==> src/rtl/keypad_scan.sv <==
// rtl/keypad_scan.sv - 4x4 matrix keypad scanner with debounce and a one-entry key holding register
//
// Purpose: strobes one keypad column at a time, debounces a press and a
// release on the captured row, and presents each accepted key once through
// a valid/ready holding register. A key that arrives while the register
// is still full is dropped, and the sticky overrun flag records the drop.
//
// Ports:
//   clk        system clock, all state on its rising edge
//   rst_n      asynchronous active-low reset
//   row_n      keypad rows, active-low, asynchronous to clk
//   col_n      column strobes, active-low, exactly one bit low
//   key_code   accepted key, row_index*4 + col_index
//   key_valid  key_code holds an unconsumed key
//   key_ready  consumer takes key_code when key_valid & key_ready
//   overrun    sticky: a debounced key was dropped

module keypad_scan #(
  parameter int SCAN_DIV = 6250,
  parameter int DEBOUNCE = 16
) (
  input  logic       clk,
  input  logic       rst_n,
  input  logic [3:0] row_n,
  output logic [3:0] col_n,
  output logic [3:0] key_code,
  output logic       key_valid,
  input  logic       key_ready,
  output logic       overrun
);

  localparam int              SW        = (SCAN_DIV > 1) ? $clog2(SCAN_DIV) : 1;
  localparam logic [SW-1:0]   SLOT_LAST = SW'(SCAN_DIV - 1);
  localparam logic [7:0]      DB_MAX    = 8'(DEBOUNCE);

  typedef enum logic [1:0] {
    IDLE  = 2'd0,
    PRESS = 2'd1,
    HELD  = 2'd2
  } state_t;

  state_t        state, state_nxt;
  logic [3:0]    row_meta, row_sync;
  logic [SW-1:0] slot;
  logic [1:0]    col_idx;
  logic [1:0]    cap_row;
  logic [7:0]    db_cnt, db_nxt, db_inc;
  logic          tick, any_low, cap_low, accept;
  logic [1:0]    low_row;
  logic          emit, col_adv, cap_load;

  assign tick    = (slot == SLOT_LAST);
  assign any_low = ~&row_sync;
  assign cap_low = ~row_sync[cap_row];
  assign accept  = key_valid & key_ready;
  assign col_n   = ~(4'b0001 << col_idx);
  // Saturating increment; the compare against DB_MAX decides the transition.
  assign db_inc  = (db_cnt == DB_MAX) ? db_cnt : db_cnt + 8'd1;

  // Lowest-index low row wins when several rows are pulled low together.
  always_comb begin
    low_row = 2'd0;
    if (!row_sync[0])      low_row = 2'd0;
    else if (!row_sync[1]) low_row = 2'd1;
    else if (!row_sync[2]) low_row = 2'd2;
    else if (!row_sync[3]) low_row = 2'd3;
  end

  // State register
  always_ff @(posedge clk or negedge rst_n) begin
    if (!rst_n) state <= IDLE;
    else        state <= state_nxt;
  end

  // Next-state logic
  always_comb begin
    state_nxt = state;
    case (state)
      IDLE:    if (tick && any_low) state_nxt = PRESS;
      PRESS:   if (tick) begin
                 if (!cap_low)              state_nxt = IDLE;
                 else if (db_inc == DB_MAX) state_nxt = HELD;
               end
      HELD:    if (tick && !cap_low && db_inc == DB_MAX) state_nxt = IDLE;
      default: state_nxt = IDLE;
    endcase
  end

  // Output / datapath control. Every exit clears the debounce count so the
  // entered state starts from zero (or from its first sample, for PRESS).
  always_comb begin
    emit     = 1'b0;
    col_adv  = 1'b0;
    cap_load = 1'b0;
    db_nxt   = db_cnt;
    case (state)
      IDLE: if (tick) begin
        if (any_low) begin
          cap_load = 1'b1;
          db_nxt   = 8'd1;
        end else begin
          col_adv = 1'b1;
        end
      end
      PRESS: if (tick) begin
        if (!cap_low) begin
          col_adv = 1'b1;
          db_nxt  = 8'd0;
        end else if (db_inc == DB_MAX) begin
          emit   = 1'b1;
          db_nxt = 8'd0;
        end else begin
          db_nxt = db_inc;
        end
      end
      HELD: if (tick) begin
        if (cap_low) begin
          db_nxt = 8'd0;
        end else if (db_inc == DB_MAX) begin
          col_adv = 1'b1;
          db_nxt  = 8'd0;
        end else begin
          db_nxt = db_inc;
        end
      end
      default: db_nxt = 8'd0;
    endcase
  end

  // Synchronizer, slot counter, scan column and debounce datapath.
  // The column index stays frozen outside IDLE, so it doubles as the
  // captured column.
  always_ff @(posedge clk or negedge rst_n) begin
    if (!rst_n) begin
      row_meta <= 4'hF;
      row_sync <= 4'hF;
      slot     <= '0;
      col_idx  <= 2'd0;
      cap_row  <= 2'd0;
      db_cnt   <= 8'd0;
    end else begin
      row_meta <= row_n;
      row_sync <= row_meta;
      slot     <= tick ? '0 : slot + 1'b1;
      db_cnt   <= db_nxt;
      if (col_adv)  col_idx <= col_idx + 2'd1;
      if (cap_load) cap_row <= low_row;
    end
  end

  // Key holding register. A new key replaces the held one only when the
  // register is empty or being consumed in the same cycle.
  always_ff @(posedge clk or negedge rst_n) begin
    if (!rst_n) begin
      key_code  <= 4'd0;
      key_valid <= 1'b0;
      overrun   <= 1'b0;
    end else if (emit) begin
      if (!key_valid || accept) begin
        key_code  <= {cap_row, col_idx};
        key_valid <= 1'b1;
      end else begin
        overrun <= 1'b1;
      end
    end else if (accept) begin
      key_valid <= 1'b0;
      overrun   <= 1'b0;
    end
  end

endmodule

==> config.mk <==
export PLATFORM = sky130hd
export DESIGN_NAME = keypad_scan
export DESIGN_NICKNAME = d
export VERILOG_FILES = /design/src/rtl/keypad_scan.sv
export SDC_FILE = /design/constraint.sdc
export NUM_CORES = 1
export LEC_CHECK = 0
export CAP_MARGIN = 30
export CORE_ASPECT_RATIO = 0.5
export CORE_MARGIN = 2
export CORE_UTILIZATION = 40
export CTS_BUF_LIST = sky130_fd_sc_hd__clkbuf_2 sky130_fd_sc_hd__clkbuf_4 sky130_fd_sc_hd__clkbuf_8
export DETAILED_ROUTE_END_ITERATION = 10
export GPL_TIMING_DRIVEN = 0
export PLACE_DENSITY_LB_ADDON = 0.3
export SYNTH_ARGS = -nofsm -noshare
export SYNTH_HDL_FRONTEND = slang
export SYNTH_SLANG_ARGS = --single-unit
==> constraint.sdc <==
create_clock -name clk -period 2.6 [get_ports clk]
set_input_delay 0.39 -clock clk [delete_from_list [all_inputs] [get_ports clk]]
set_output_delay 0.39 -clock clk [all_outputs]
set_load 0.05 [all_outputs]
Yosys cells after proc, flatten, opt, wreduce, memory -nomap -nowiden
Cells that the tools add are included.

word-level totals
  register bits after elaboration = 41
  input bits = 7
  output and inout port bits = 10

operators by class
  add/subtract/negate cells = 3
  order comparisons = 1
  eq/ne operators = 14
  shift operators = 1
  mux-type cells = 41
  bitwise gates (word level) = 2
  reduce and logical (&&, ||, !) cells = 14

operators with widths
  operator                 count
  $mux W8                  8
  $pmux W8 S3              1
  $mux W1                  19
  $mux W2                  9
  $eq A8 B5 Y1 const B     2
  $ne A2 B2 Y1 const B     7
  $add A13 B1 Y13 const B  1
  $eq A13 B13 Y1 const B   1
  $mux W13                 1
  $reduce_and A4 Y1        3
  $add A8 B1 Y8 const B    1
  $pmux W2 S3              1
  $reduce_and A2 Y1        3
  $not A4 Y4               1
  $shl A1 B2 Y4 const A    1
  $logic_and A1 B1 Y1      3
  $lt A2 B3 Y1 const B     1
  $ne A3 B3 Y1 const B     1
  $pmux W1 S3              1
  $add A2 B1 Y2 const B    1
  $bmux W1 S2              1
  $eq A2 B1 Y1 const B     1
  $eq A2 B2 Y1 const B     1
  $logic_not A1 Y1         2
  5 further kinds          5

Longest topological paths before layout
  word-level depth = 9
  depth in mapped cells = 9

Worst setup path after synthesis
No wires, ideal clock.

  path type = reg2reg
  from = register db_cnt[0]
  to = register col_idx[1]
  setup time = 0.128 ns
  arrival = 2.019 ns
  data required time = 2.472 ns
  slack = 0.453 ns
  cell stages (with the launch flop) = 9
  buffers on the path = 0
  clock period less this slack = 2.147 ns
  cell sequence = dfrtp_1 > inv_1 > ha_1 > nor2b_1 > a211o_1 > a31oi_1 > a41oi_1 > nor4b_2 > mux2_1

on the way
  word-level cells in the longest chain between the ends = 7

ends and longest elaborated chain
  element                                        line  source
  start, declared                                47    logic [7:0] db_cnt, db_nxt, db_inc;
  start signal, assigned                         145   db_cnt <= db_nxt;
  $add A8 B1 Y8 or $eq A8 B5 Y1 (tied branches)  58    assign db_inc = (db_cnt == DB_MAX) ? db_cnt : db_cnt + 8'd1;
  $mux W8 *                                      58
  $eq A8 B5 Y1 *                                 119   end else if (db_inc == DB_MAX) begin
  $mux W1 *                                      119
  $mux W1 *                                      117   if (cap_low) begin
  $mux W1 *                                      116   HELD: if (tick) begin
  $pmux W1 S3 *                                  96    case (state)
  end signal, assigned                           146   if (col_adv) col_idx <= col_idx + 2'd1;
  end, declared                                  45    logic [1:0] col_idx;

Mark *: on every way between the ends. The rest lies on a longest branch, timed or not.
A chain may end at the register's enable or synchronous reset.

Worst setup path after layout
Ends and elaborated chain as after synthesis.

==> flow_summary.toml <==
[sta]
layout_min_cycle_time_ns = 2.35
finalSetupViolations = 0
finalCritPeriodShare = 0.902
tightest_slew_ns = 0.899
hold_violations = 0
slew_violations = 0
finClkSkew_ns = 0.00474
whs_ns = 0.216
fmax_ghz = 0.426
totalNegativeSetupSlack_ns = 0
rsz0062_at_grt = "no"
worst_slack_ns = 0.254
slew_headroom = 0.400

[critical_path]
cp_top_family = "compound AO/OA/AOI/OAI gates"
worstPathRequired_ns = 2.78
crit_path_top_delay_cell = "dfrtp_1"
max_stage_delay_ns = 0.47
worst_ep_arrival_time_ns = 2.53
start_kind = "flop"
crit_fanout = 8
cp.buffers_inverters = 1
critical_path_class = "reg2reg"
path_cells = "inv_1 > ha_1 > nor2b_1 > a211o_1 > a31oi_1 > a41oi_1 > nor4b_2 > mux2_1"
cp-end-kind = "flop"

[floorplan]
fp.dieArea_mm2 = 0.00629
floorplan.initialDensity = 0.412
core-area_mm2 = 0.00547
die_w_um = 110
row_count = 19
die_h_um = 57.1
io_pins = 17

[yosys]
synth-main-ff-cell = "dfrtp_1"
ys_seq_area_frac = 0.460
synthXorXnorAreaFrac = 0.0505
synth.distinct_cells = 55
netlist_area_mm2 = 0.00225
avgSynthCellArea_um2 = 10.7
yosysWarnings = 0
ys_seq_elements = 41
synth_edf_count = 0
synthMuxAreaShare = 0.0461
synthSimpleGateAreaFrac = 0.187
synth_top_family_by_area = "simple AND/OR/NAND/NOR gates"
synth_compound_area_frac = 0.134
netlist_instances = 210
synth_adder_area_share = 0.0666
syn-num-nets = 229
synthArstFlopShare = 1.00

[final_layout]
final_nets = 252
antennaDiodeCount = 0
final_common_cell = "dfrtp_1"
area_delta_synth_final_pct = 14.9
layout_common_cells = "dfrtp_1 (33), inv_1 (16), nand2_1 (16), nor2_1 (15), clkdlybuf4s50_1 (15)"
stdcell_count = 307
drive_gt1_frac = 0.192
utilization = 0.474
final_cell_area_mm2 = 0.00259

[detailed_routing]
vias = 1555
ant_nets = 0
first_iter_violations = 63
met3_length_um = 125
routed-wl-met2_um = 1790
drt-met1-wl_um = 2010
drc = 0
wire_per_inst_um = 13.0
top_layer = "met4"
dr.pass1.iters = 4
via_per_inst = 5.07
drt_wl_total_um = 3980

[placement]
hpwl_um = 2870
place_congestion = 0.813
post-place-cells = 299
portBuffers = 16
dp_slack_ns = 0.268
placed_cell_area_mm2 = 0.00250

[clocking]
cts_resized = 0
cts_sinks = 41
clock_tree.root_cell = "clkbuf_8"
cts_setup_buffers = 0
cts_buffer_depth = 2
holdBufCountCts = 0
cts_buffers = 5
tritoncts = "done"
clock_latency_ns = 0.29
path_clk_slew_ns = 0.08
cts_max_level = 2

[global_route]
gr-usage-all-layers = 0.146
first_global_vias = 1530
grt_overflow = 0
antenna_found_initial = 0
grt_max_degree = 42
grt_pass1_wl_um = 7200

[power_and_ir_drop]
peakVddDrop_mv = 0.241
p_leak_nw = 1.15
power_mw = 1.10
power_density_mw_per_mm2 = 426

[status]
status = "finished clean"

[run]
drv_cap = 0

[hold_path]
min_path_type = "in2async"
==> Yosys cell counts (3+ instances only) <==
library cell,n,area share
buf_6,3,0.015
nand4_1,3,0.0083
nand2_1,16,0.027
buf_4,3,0.010
nor3_1,4,0.0089
nand3_1,10,0.022
nor2_1,15,0.025
o41ai_2,3,0.022
nor2b_1,3,0.0083
ha_1,12,0.067
o21ai_0,11,0.024
and3_1,4,0.011
xnor2_1,7,0.027
a21oi_1,6,0.013
xor2_1,6,0.023
dfstp_2,8,0.093
inv_1,16,0.027
dfrtp_1,33,0.37
mux2_4,4,0.027
==> layer usage <==
layer / global-route usage / vias to the layer above
met3: 0.0411 / 4
met5: 0 / -
li1: - / 782
met4: 0.0393 / 0
met2: 0.224 / 26
met1: 0.206 / 743
==> worst paths after layout <==
check                                            from                endpoint  slack (ns)  cells after the start
worst max-delay path            db_cnt[0]$_DFFE_PN0P_  col_idx[1]$_DFFE_PN0P_        0.25                      8
worst min-delay path                            rst_n       slot[5]$_DFF_PN0_        0.22                      1
worst max register to register  db_cnt[0]$_DFFE_PN0P_  col_idx[1]$_DFFE_PN0P_        0.25                      8
worst min register to register  row_meta[0]$_DFF_PN1_   row_sync[0]$_DFF_PN1_        0.36                      0
max in group asynchronous                       rst_n  cap_row[0]$_DFFE_PN0P_        1.82                      1
min in group clk                row_meta[0]$_DFF_PN1_   row_sync[0]$_DFF_PN1_        0.36                      0
==> area by class of cell <==
class / count / area, um2
buffer: 7 / 61.3
clock buffer: 5 / 68.8
clock inverter: 3 / 21.3
fill: 515 / 2880
inverter: 17 / 65.1
multi-input combinational: 145 / 1090
sequential: 41 / 1040
tap: 73 / 91.3
timing repair buffer: 16 / 155
==> report_power, final <==
group / leakage [nW] / switching (mW) / internal, mW
combinational: 0.574 / 0.0155 / 0.00931
sequential: 0.531 / 0.00323 / 0.648
clock: 0.0445 / 0.235 / 0.191
==> sequential cells by signal, indices dropped and copies added (netlist names) <==
| name | count |
|---|---|
| state | 2 |
| cap_row | 2 |
| row_sync | 4 |
| overrun | 1 |
| col_idx | 2 |
| row_meta | 4 |
| key_code | 4 |
| slot | 13 |
| db_cnt | 8 |
| key_valid | 1 |
==> cell families after synthesis <==
kind of cell | count (synthesis)
xor+xnor | 13
mux | 7
fa+ha+maj | 12
simple gates | 72
buf+inv | 24
flops | 41
compound gates | 41
Note: power is estimated with default switching activity, not from simulation.
